`config.mk`:
```
export PLATFORM = sky130hd
export DESIGN_NAME = sort_ram_arbiter
export DESIGN_NICKNAME = d
export VERILOG_FILES = /design/src/rtl/sort_ram_arbiter.sv
export SDC_FILE = /design/constraint.sdc
export NUM_CORES = 1
export LEC_CHECK = 0
export ABC_AREA = 1
export CORE_ASPECT_RATIO = 1.1
export CORE_MARGIN = 2
export CORE_UTILIZATION = 45
export DETAILED_ROUTE_END_ITERATION = 10
export DONT_BUFFER_PORTS = 1
export GPL_ROUTABILITY_DRIVEN = 0
export MAX_ROUTING_LAYER = met4
export PLACE_DENSITY = 0.6
export SYNTH_ARGS = -nofsm -noshare
export SYNTH_HDL_FRONTEND = slang
export SYNTH_SLANG_ARGS = --single-unit
```
`constraint.sdc`:
```
create_clock -name C -period 5.8 [get_ports C]
set_clock_uncertainty 0.05 [all_clocks]
set_input_delay 0.29 -clock C [delete_from_list [all_inputs] [get_ports C]]
set_output_delay 0.29 -clock C [all_outputs]
set_load 0.01 [all_outputs]
```
`src/rtl/sort_ram_arbiter.sv`:
```
// Round-robin arbiter sharing the single-port 16x8 sort RAM between the sort engine (0) and host port (1).
// Supports bus lock, burst-limited preemption of unlocked owners and a lock-hold watchdog.
module sort_ram_arbiter #(
  parameter int unsigned AW        = 4,
  parameter int unsigned DW        = 8,
  parameter int unsigned MAX_BURST = 8,
  parameter int unsigned MAX_HOLD  = 255
) (
  input  logic          C,
  input  logic          anR,
  input  logic          REQ0,
  input  logic          REQ1,
  input  logic          LOCK0,
  input  logic          LOCK1,
  input  logic          WR0,
  input  logic          WR1,
  input  logic [AW-1:0] ADDR0,
  input  logic [AW-1:0] ADDR1,
  input  logic [DW-1:0] DATA0,
  input  logic [DW-1:0] DATA1,
  output logic          GNT0Q,
  output logic          GNT1Q,
  output logic          ACK0Q,
  output logic          ACK1Q,
  output logic [DW-1:0] RDATA,
  output logic [AW-1:0] RAM_ADDR,
  output logic [DW-1:0] RAM_DATA,
  output logic          RAM_WREN,
  input  logic [DW-1:0] RAM_Q,
  output logic          TOUTQ
);

  localparam int unsigned CW = 8;

  typedef enum logic [1:0] {IDLE, OWN0, OWN1} state_t;

  state_t        state, state_nxt;
  logic          last, last_nxt;
  logic [CW-1:0] burst_cnt, burst_nxt;
  logic [CW-1:0] hold_cnt, hold_nxt;
  logic          sel, own_req, own_lock, own_wr, oth_req;
  logic          issue, rel, rel_tout, tout_nxt;

  assign RDATA = RAM_Q;

  // Owner mux, grant decision, counters and release conditions
  always_comb begin
    sel       = (state == OWN1);
    own_req   = sel ? REQ1 : REQ0;
    own_lock  = sel ? LOCK1 : LOCK0;
    own_wr    = sel ? WR1 : WR0;
    oth_req   = sel ? REQ0 : REQ1;
    RAM_ADDR  = sel ? ADDR1 : ADDR0;
    RAM_DATA  = sel ? DATA1 : DATA0;
    issue     = 1'b0;
    rel       = 1'b0;
    rel_tout  = 1'b0;
    tout_nxt  = 1'b0;
    state_nxt = state;
    last_nxt  = last;
    burst_nxt = burst_cnt;
    hold_nxt  = hold_cnt;

    unique case (state)
      IDLE: begin
        if (REQ0 && (!REQ1 || last)) state_nxt = OWN0;
        else if (REQ1)               state_nxt = OWN1;
      end
      OWN0, OWN1: begin
        issue = own_req;
        if (!oth_req)                                     burst_nxt = '0;
        else if (issue && burst_cnt != CW'(MAX_BURST))    burst_nxt = burst_cnt + CW'(1);
        if (issue)                                        hold_nxt = '0;
        else if (own_lock && hold_cnt != CW'(MAX_HOLD))   hold_nxt = hold_cnt + CW'(1);

        rel_tout = !own_req && own_lock && (hold_nxt == CW'(MAX_HOLD));
        rel      = (!own_req && !own_lock)
                 || (!own_lock && oth_req && (burst_nxt == CW'(MAX_BURST)))
                 || rel_tout;
        if (rel) begin
          last_nxt  = sel;
          burst_nxt = '0;
          hold_nxt  = '0;
          tout_nxt  = rel_tout;
          if (oth_req) state_nxt = sel ? OWN0 : OWN1;
          else         state_nxt = IDLE;
        end
      end
      default: state_nxt = IDLE;
    endcase

    RAM_WREN = issue && own_wr;
  end

  // State, grant, acknowledge and watchdog registers
  always_ff @(posedge C or negedge anR) begin
    if (!anR) begin
      state     <= IDLE;
      last      <= 1'b1;
      burst_cnt <= '0;
      hold_cnt  <= '0;
      GNT0Q     <= 1'b0;
      GNT1Q     <= 1'b0;
      ACK0Q     <= 1'b0;
      ACK1Q     <= 1'b0;
      TOUTQ     <= 1'b0;
    end else begin
      state     <= state_nxt;
      last      <= last_nxt;
      burst_cnt <= burst_nxt;
      hold_cnt  <= hold_nxt;
      GNT0Q     <= (state_nxt == OWN0);
      GNT1Q     <= (state_nxt == OWN1);
      ACK0Q     <= issue && !sel;
      ACK1Q     <= issue && sel;
      TOUTQ     <= tout_nxt;
    end
  end

endmodule

```
# After elaboration in Yosys (flattened, before gate mapping)
# Cells that the tools add are included.
[word_totals]
in_bits = 40
register_bits = 24
word_cells = 63
[op_classes]
add_sub_neg = 2
eq_ne = 8
n_mux = 23
reduce_logical = 21
[ops]
columns = ["operator", "n"]
rows = [
  ["$mux W8", 9],
  ["$add A8 B1 Y8 const B", 2],
  ["$logic_and A1 B1 Y1", 11],
  ["$mux W2", 5],
  ["$eq A8 B4 Y1 const B", 1],
  ["$eq A8 B8 Y1 const B", 1],
  ["$ne A8 B4 Y1 const B", 1],
  ["$ne A8 B8 Y1 const B", 1],
  ["$mux W1", 7],
  ["$eq A2 B1 Y1 const B", 2],
  ["$eq A2 B2 Y1 const B", 2],
  ["$logic_not A1 Y1", 4],
  ["$mux W4", 1],
  ["$pmux W2 S2", 1],
  ["$logic_or A1 B1 Y1", 3],
  ["$logic_not A2 Y1", 1],
  ["$reduce_and A2 Y1", 1],
  ["$reduce_or A2 Y1", 1],
]

# Depth between registers and ports, before layout
# Gate-level depths: netlist of the first run.
[logic_depth]
ltp_word = 13
depth_mapped = 18
ltp_nobuf = 17

# Worst setup path before layout of the first run
# No wires, ideal clock.
[synth_timing]
path_type = "register -> register"
start = "register state[0]"
end = "register hold_cnt[1]"
synth_period_minus_slack_ns = 2.129
setup_time_ns = 0.136
stages_incl_launch_ff = 16
slack_ns = 3.671
arrival_ns = 1.944
path_cell_list = "dfrtp_1 inv_1 ha_1 buf_6 o21ai_4 inv_2 nor2_4 nand2_2 nand2_1 nand4_1 nor2_1 nand3_2 nand3_4 inv_2 nand2_2 o22ai_1"
[synth_between]
elab_chain_len = 11
[synth_rtl]
columns = ["item", "line_no", "source"]
rows = [
  ["from (decl)", "37", "state_t state, state_nxt;"],
  ["from (signal assigned)", "108", "state <= state_nxt;"],
  ["$eq A2 B2 Y1 *", "48", "sel = (state == OWN1);"],
  ["named net sel", "41", "logic sel, own_req, own_lock, own_wr, oth_req;"],
  ["$mux W1", "49", "own_req = sel ? REQ1 : REQ0;"],
  ["$logic_and A1 B1 Y1", "72", "else if (issue && burst_cnt != CW'(MAX_BURST)) burst_nxt = burst_cnt + CW'(1);"],
  ["$mux W8", "72", ""],
  ["$mux W8", "71", "if (!oth_req) burst_nxt = '0;"],
  ["$mux W8", "64", "unique case (state)"],
  ["$eq A8 B4 Y1", "78", "|| (!own_lock && oth_req && (burst_nxt == CW'(MAX_BURST)))"],
  ["$logic_and A1 B1 Y1", "78", ""],
  ["$logic_or A1 B1 Y1", "78", ""],
  ["$logic_or A1 B1 Y1", "79", "|| rel_tout;"],
  ["$mux W8", "80", "if (rel) begin"],
  ["to (signal assigned)", "111", "hold_cnt <= hold_nxt;"],
  ["to (decl)", "40", "logic [CW-1:0] hold_cnt, hold_nxt;"],
]
# Mark *: on every way through the listed nets, which the timed path passes. The rest lies on a longest branch. The select of a mux whose other input is x is not followed.
# A chain may end at the register's enable or synchronous reset.

# Worst setup path after layout of the first run
[layout_timing]
start = "register state[0]"
end = "register hold_cnt[5]"
# The elaborated chain is that of the path after synthesis.

==> impl_metrics.yaml, run 1 <==
worst_setup_path:
  crit_top_cell: "nand2_1"
  critPathRequiredTime_ns: 5.88
  cp_slowest_stage_delay_ns: 0.65
  criticalPathCategory: "register to register"
  crit_path_start_kind: "register"
  worstSetupEndpointType: "register"
  crit_family: "simple AND/OR/NAND/NOR gates"
  path_max_fanout: 19
  timing.critical_path.arrival_ns: 3.23
  cp_cell_sequence: "inv_1 -> ha_1 -> inv_1 -> nand2_1 -> nand2_1 -> nand3_1 -> nand2_1 -> nor2_1 -> nand3_2 -> nand3_4 -> inv_2 -> nand2_2 -> o22ai_1"
  cp_slowest_cell: "ha_1"
  cp_num_buf_inv: 3
layout:
  drive_gt1_frac: 0.101
  nFillCells: 509
  area_growth_pct: 1.69
  final_util: 0.472
  nets: 363
  seq_area_um2: 602
  num_antenna_cells: 0
  multi_input_area_mm2: 0.00126
  stdcell_count: 372
cts:
  htree_num_levels: 1
  clk_pin_slew_worst_paths_ns: 0.09
  clockBufferDepth: 2
  clk_latency_ns: 0.27
  cts_sinks: 24
  numCtsBuffers: 3
  cts_tree: "built"
  clockRootBuffer: "clkbuf_8"
  cts_resized: 0
synthesis:
  synth_area_leader_cell: "dfrtp_1"
  yosysMostFrequentCell: "nand2_1"
  ys_seq_area_frac: 0.281
  synth_top_area_frac: 0.269
  synth_commonest_cells: "nand2_1, inv_1, nand3_1"
  synth-seq-cells: 24
  synth_cell_types: 37
  synthFlopType: "dfrtp_1"
  yosysWarnings: 0
  synth-edff-count: 0
  synthCells: 327
  synthTopCellsByArea: "dfrtp_1, nand2_1, inv_1"
  synth_area_per_cell_um2: 6.55
  synth_async_sr_flop_share: 1.00
  syn_area_mm2: 0.00214
  syn-num-nets: 373
power_and_ir_drop:
  max-vdd-ir-drop_mv: 0.266
  clockPowerShare: 0.156
  pwr-share-seq: 0.293
  swShare: 0.510
  p_comb_frac: 0.551
  p_switching_mw: 0.388
  cellPowerDensity_mw_per_mm2: 350
  p_leak_nw: 1.09
  internal_power_mw: 0.374
timing:
  hold_viol: 0
  fin_ws_ns: 2.65
  rsz0062_at_grt: "false"
  tightest_slew_ns: 0.781
  slew_headroom: 0.479
  hold_ws_ns: 0.132
  max_freq_mhz: 318
  min_period_ns: 3.15
  slew_violations: 0
  fin_tns_setup_ns: 0
  finalSetupViolCount: 0
  min_period_over_period: 0.543
die:
  rows: 26
  die_y_um: 76.4
  die_w_um: 69.8
  io_pins: 66
  start_util: 0.464
  coreArea_mm2: 0.00462
  dieArea_mm2: 0.00533
route:
  drt-total-wl_um: 4990
  via_per_inst: 5.35
  routedWlPerCell_um: 13.4
  drcViolationCount: 0
  final_antenna_net_count: 0
  drt-initial-drc-count: 80
  first_pass_iters: 4
  vias: 1990
global_route:
  grt_pass1_wl_um: 8350
  grt_pass1_vias: 1843
  overflow: 0
  grt_max_degree: 26
  antenna_found_initial: 0
  grt.total_usage: 0.195
placement:
  hpwlAfterDp_um: 3780
  io_buffer_count: 0
  dpl.cell_count: 366
  dp_slack_ns: 2.59
run_status:
  status: "complete, no violations"
hold_path:
  hp-class: "primary input to register"
job:
  max-cap-violations: 0
[timing repair]
| action | CTS | global route |
|---|---|---|
| hold endpoints to repair | 24 | 0 |
| setup endpoints to repair | 0 | 0 |
| setup buffers | 0 | 0 |
| hold buffers | 2 | 0 |
[worst register-to-register path: stages (launching register included)]
cell and delay, ns:
dfrtp_1 0.41, inv_1 0.10, ha_1 0.65, inv_1 0.39, nand2_1 0.17, nand2_1 0.26, nand3_1 0.21, nand2_1 0.07
nor2_1 0.13, nand3_2 0.10, nand3_4 0.13, inv_2 0.07, nand2_2 0.17, o22ai_1 0.11
[worst paths after layout]
kind / slack [ns] / cells past startpoint / to / from
setup / recovery: 2.65 / 13 / hold_cnt[5] / state[0]
hold / removal: 0.13 / 2 / ACK1Q / REQ1
setup reg to reg: 2.65 / 13 / hold_cnt[5] / state[0]
hold reg to reg: 0.49 / 2 / last / last
max in group asynchronous: 5.06 / 2 / last / anR
min in group asynchronous: 0.41 / 2 / ACK1Q / anR
[cell families after synthesis]
kind of cell | Yosys count | share of synthesized area
adders and majority gates | 6 | 0.0350
DFF | 24 | 0.281
xor gates and xnor gates | 4 | 0.0163
buffers and inverters | 60 | 0.131
AOI/OAI and AO/OA | 32 | 0.107
and+or+nand+nor | 201 | 0.430
[layout by cell type (no fill, tap or decap), types with 4 or more instances in the layout]
cell type	instances
ha_1	6
inv_1	40
clkbuf_8	4
nor2_1	22
nand2_1	116
dfrtp_1	23
nand3_1	30
o22ai_1	11
o21ai_0	7
nand2_2	7
nand4_1	9
[layout make-up]
cell class	instances	area share
Multi-Input combinational cell	243	0.579
Sequential cell	24	0.276
Inverter	43	0.0741
Tap cell	56	0.0321
Clock buffer	4	0.0253
Timing Repair Buffer	2	0.0138
[metal layers]
metal	share of wire	global-route usage	up-vias
met5	0	-	-
met4	0.0094	0.0558	0
met3	0.053	0.0291	6
met2	0.46	0.306	59
met1	0.48	0.264	908
li1	-	-	1017
[power by group through the flow]
stage / logic (mW) / registers [mW] / clock network [mW]
4_1_cts: 0.423 / 0.223 / 0.121
3_5_place_dp: 0.417 / 0.226 / 0
5_1_grt: 0.476 / 0.226 / 0.130
6_report: 0.420 / 0.223 / 0.119
3_3_place_gp: 0.415 / 0.226 / 0
2_1_floorplan: 0.369 / 0.221 / 0
[state kept, by name (all words and copies together) (netlist names)]
signal     flops
GNT1Q          1
hold_cnt       8
burst_cnt      8
GNT0Q          1
TOUTQ          1
ACK1Q          1
last           1
ACK0Q          1
state          2
[stage by stage]
stage | instance area, um2 | power [mW]
finish | 2180 | 0.762
global route | 2180 | 0.832
CTS | 2180 | 0.767
detailed placement | 2090 | 0.643
global placement | 2090 | 0.642
floorplan | 2140 | 0.589
Power figures use the tool's default switching activity.
==> run 2, diff against run 1 <==
--- a/config.mk
+++ b/config.mk
@@ -5,7 +5,7 @@
 export SDC_FILE = /design/constraint.sdc
 export NUM_CORES = 1
 export LEC_CHECK = 0
-export ABC_AREA = 1
+export ABC_AREA = 0
 export CORE_ASPECT_RATIO = 1.1
 export CORE_MARGIN = 2
 export CORE_UTILIZATION = 45
==> constraint.sdc (replaced) <==
create_clock -name C -period 3.2 [get_ports C]
set_clock_uncertainty 0.05 [all_clocks]
set_input_delay 0.16 -clock C [delete_from_list [all_inputs] [get_ports C]]
set_output_delay 0.16 -clock C [all_outputs]
set_load 0.01 [all_outputs]
==> run 2 against run 1 <==
Against the previous run: sequential share of layout area grew 1.0 points; register-to-register slack lost 2.5 ns; count of clock-buffer cells in the layout is the same; via count shrank 14%; largest power group unchanged.
==> impl_metrics.yaml, run 2 <==
synthesis:
  synth-edff-count: 0
  synth_cell_types: 56
  synth_top_family_by_area: "compound AO/OA/AOI/OAI gates"
  synth-seq-cells: 24
  synth_xor_area_frac: 0.0220
  synth_area_per_cell_um2: 9.22
  synth_fa_ha_area_frac: 0.0377
  synth_area_leader_cell: "dfrtp_1"
  syn_area_mm2: 0.00199
  synthTopCellsByArea: "dfrtp_1, mux2_2, ha_1"
  ys_seq_area_frac: 0.302
  synth_mux_area_frac: 0.134
  synthFlopType: "dfrtp_1"
  yosys.area_share.simple: 0.204
  synth_commonest_cells: "dfrtp_1, mux2_2, inv_1, nand3_1, nand2_1"
  synthCells: 216
  synth_top_area_frac: 0.289
  yosysWarnings: 0
  synth_async_sr_flop_share: 1.00
  yosysMostFrequentCell: "dfrtp_1"
  synth_compound_area_frac: 0.210
  syn-num-nets: 262
route:
  drt-initial-drc-count: 150
  vias: 1702
  via_per_inst: 6.45
  route.met2.wl_um: 2360
  highest_layer: "met4"
  drcViolationCount: 0
  routedWlPerCell_um: 18.2
  final_antenna_net_count: 0
  drt-total-wl_um: 4800
  first_pass_iters: 4
  route.layer.met1.wl_um: 1940
  wl_met3_um: 317
die:
  start_util: 0.465
  coreArea_mm2: 0.00429
  io_pins: 66
  rows: 25
  die_y_um: 73.8
  dieArea_mm2: 0.00498
  die_w_um: 67.4
cts:
  clk_latency_ns: 0.27
  clockBufferDepth: 2
  numCtsBuffers: 3
  cts_sinks: 24
  cts_tree: "built"
  clockRootBuffer: "clkbuf_8"
  post_cts_buffers: 0
  clk_pin_slew_worst_paths_ns: 0.09
  htree_num_levels: 1
worst_setup_path:
  worstSetupEndpoint: "GNT1Q"
  criticalPathCategory: "register to register"
  crit_start: "state[0]"
  timing.critical_path.arrival_ns: 3.21
  critPathRequiredTime_ns: 3.32
  path_max_fanout: 8
  r2r_setup_slack_ns: 0.11
  cp_cell_sequence: "inv_1 -> ha_2 -> mux2_4 -> o21ai_1 -> mux2i_1 -> a2111oi_4 -> a21o_4 -> nor2_2 -> mux2_4 -> a2111oi_2"
  worstSetupEndpointType: "register"
  r2r-end: "GNT1Q"
  cp_slowest_cell: "dfrtp_1"
  r2r-start: "state[0]"
  ff2ff_path_depth: 10
  crit_top_cell: "mux2_4"
  cp_slowest_stage_delay_ns: 0.42
  crit_path_start_kind: "register"
global_route:
  grt_max_degree: 25
  grt_pass1_wl_um: 7810
  overflow: 0
  antenna_found_initial: 0
  grt_pass1_vias: 1663
  grt.total_usage: 0.211
power_and_ir_drop:
  cellPowerDensity_mw_per_mm2: 737
  max-vdd-ir-drop_mv: 0.390
  p_leak_nw: 0.818
timing:
  fin_ws_ns: 0.111
  min_period_ns: 3.09
  fin_tns_setup_ns: 0
  min_period_over_period: 0.965
  tightest_slew_ns: 0.461
  slew_violations: 0
  slew_headroom: 0.689
  max_freq_mhz: 324
  rsz0062_at_grt: "false"
  hold_viol: 0
  finalSetupViolCount: 0
layout:
  mostFrequentLayoutCells: "dfrtp_1, mux2_2, inv_1, nand3_1, nand2_1"
  num_antenna_cells: 0
  stdcell_count: 264
  nFillCells: 391
  final_common_cell: "dfrtp_1"
  multi_input_area_mm2: 0.00123
  seq_area_um2: 602
  drive_gt1_frac: 0.243
  top_regs: "burst_cnt (8), hold_cnt (8), state (2)"
  area_growth_pct: 5.53
  nets: 257
placement:
  dpl.cell_count: 258
  io_buffer_count: 0
  dp_slack_ns: 0.106
  hpwlAfterDp_um: 3560
job:
  max-cap-violations: 0
hold_path:
  hp-class: "primary input to register"
  min_from: "REQ1"
run_status:
  status: "complete, no violations"
## run 2: cell types whose count changed after synthesis, sizes merged, moves of 9 or more
cell	previous run	this run
a21oi	2	11
o22ai	11	1
nand2	125	12
inv	43	14
mux2	0	18
nor2	27	9
nand3	34	14
## run 2: where the power goes
group          total, mW  switching (mW)  internal [mW]
Clock              0.212           0.102          0.110
Combinational      0.877           0.529          0.349
Sequential         0.460          0.0848          0.375
## run 2: layer usage
metal	up-vias	track usage
met5	-	-
met4	0	0.111
met3	23	0.0230
met2	79	0.341
met1	818	0.257
li1	782	-
## run 2: cells by family (layout without fill, tap and decap cells)
family / count (synthesis) / in the layout
AO/OA/AOI/OAI: 54 / 54
XOR/XNOR: 5 / 5
adder cells (fa/ha/maj): 6 / 6
buffers and inverters: 34 / 28
flip-flops: 24 / 24
multiplexers: 23 / 23
AND/OR/NAND/NOR: 70 / 70
## run 2: worst max-delay path: cells and delay by family (launching register included)
family,cells,cell delay (ns)
adders and majority gates,1,0.33
and+or+nand+nor,1,0.16
DFF,1,0.42
muxes,3,1.10
buffers and inverters,1,0.13
AOI/OAI and AO/OA,4,0.79
## run 2: how the worst min path moves through the flow
stage                     endpoint  depth (start not counted)
final                        ACK1Q                          1
after CTS                    ACK1Q                          1
after floorplan              ACK0Q                          0
after detailed placement     ACK0Q                          0
after global placement       ACK0Q                          0
after global routing         ACK1Q                          1
## run 2: what timing repair did
action | CTS | global route
endpoints found under the setup margin | 0 | 8
hold buffers | 2 | 0
gates resized for setup | 0 | 4
hold endpoints to repair | 24 | 0
## run 2: cell type report
cell class,instances,area share
inverters,14,0.0250
well taps,54,0.0321
clock buffers,4,0.0262
repair buffers,10,0.0429
flip-flops and latches,24,0.286
multi-input cells,158,0.587
## run 2: metrics by stage
| step | total power [mW] | util | hold WS, ns | area, um2 |
|---|---|---|---|---|
| final | 1.55 | 0.491 | 0.0123 | 2100 |
| after global routing | 1.66 | 0.491 | 0.00867 | 2100 |
| after CTS | 1.52 | 0.485 | 0.0109 | 2080 |
| after detailed placement | 1.30 | 0.465 | -0.185 | 1990 |
| after global placement | 1.27 | 0.465 | -0.185 | 1990 |
| after floorplan | 1.13 | - | -0.186 | 1990 |
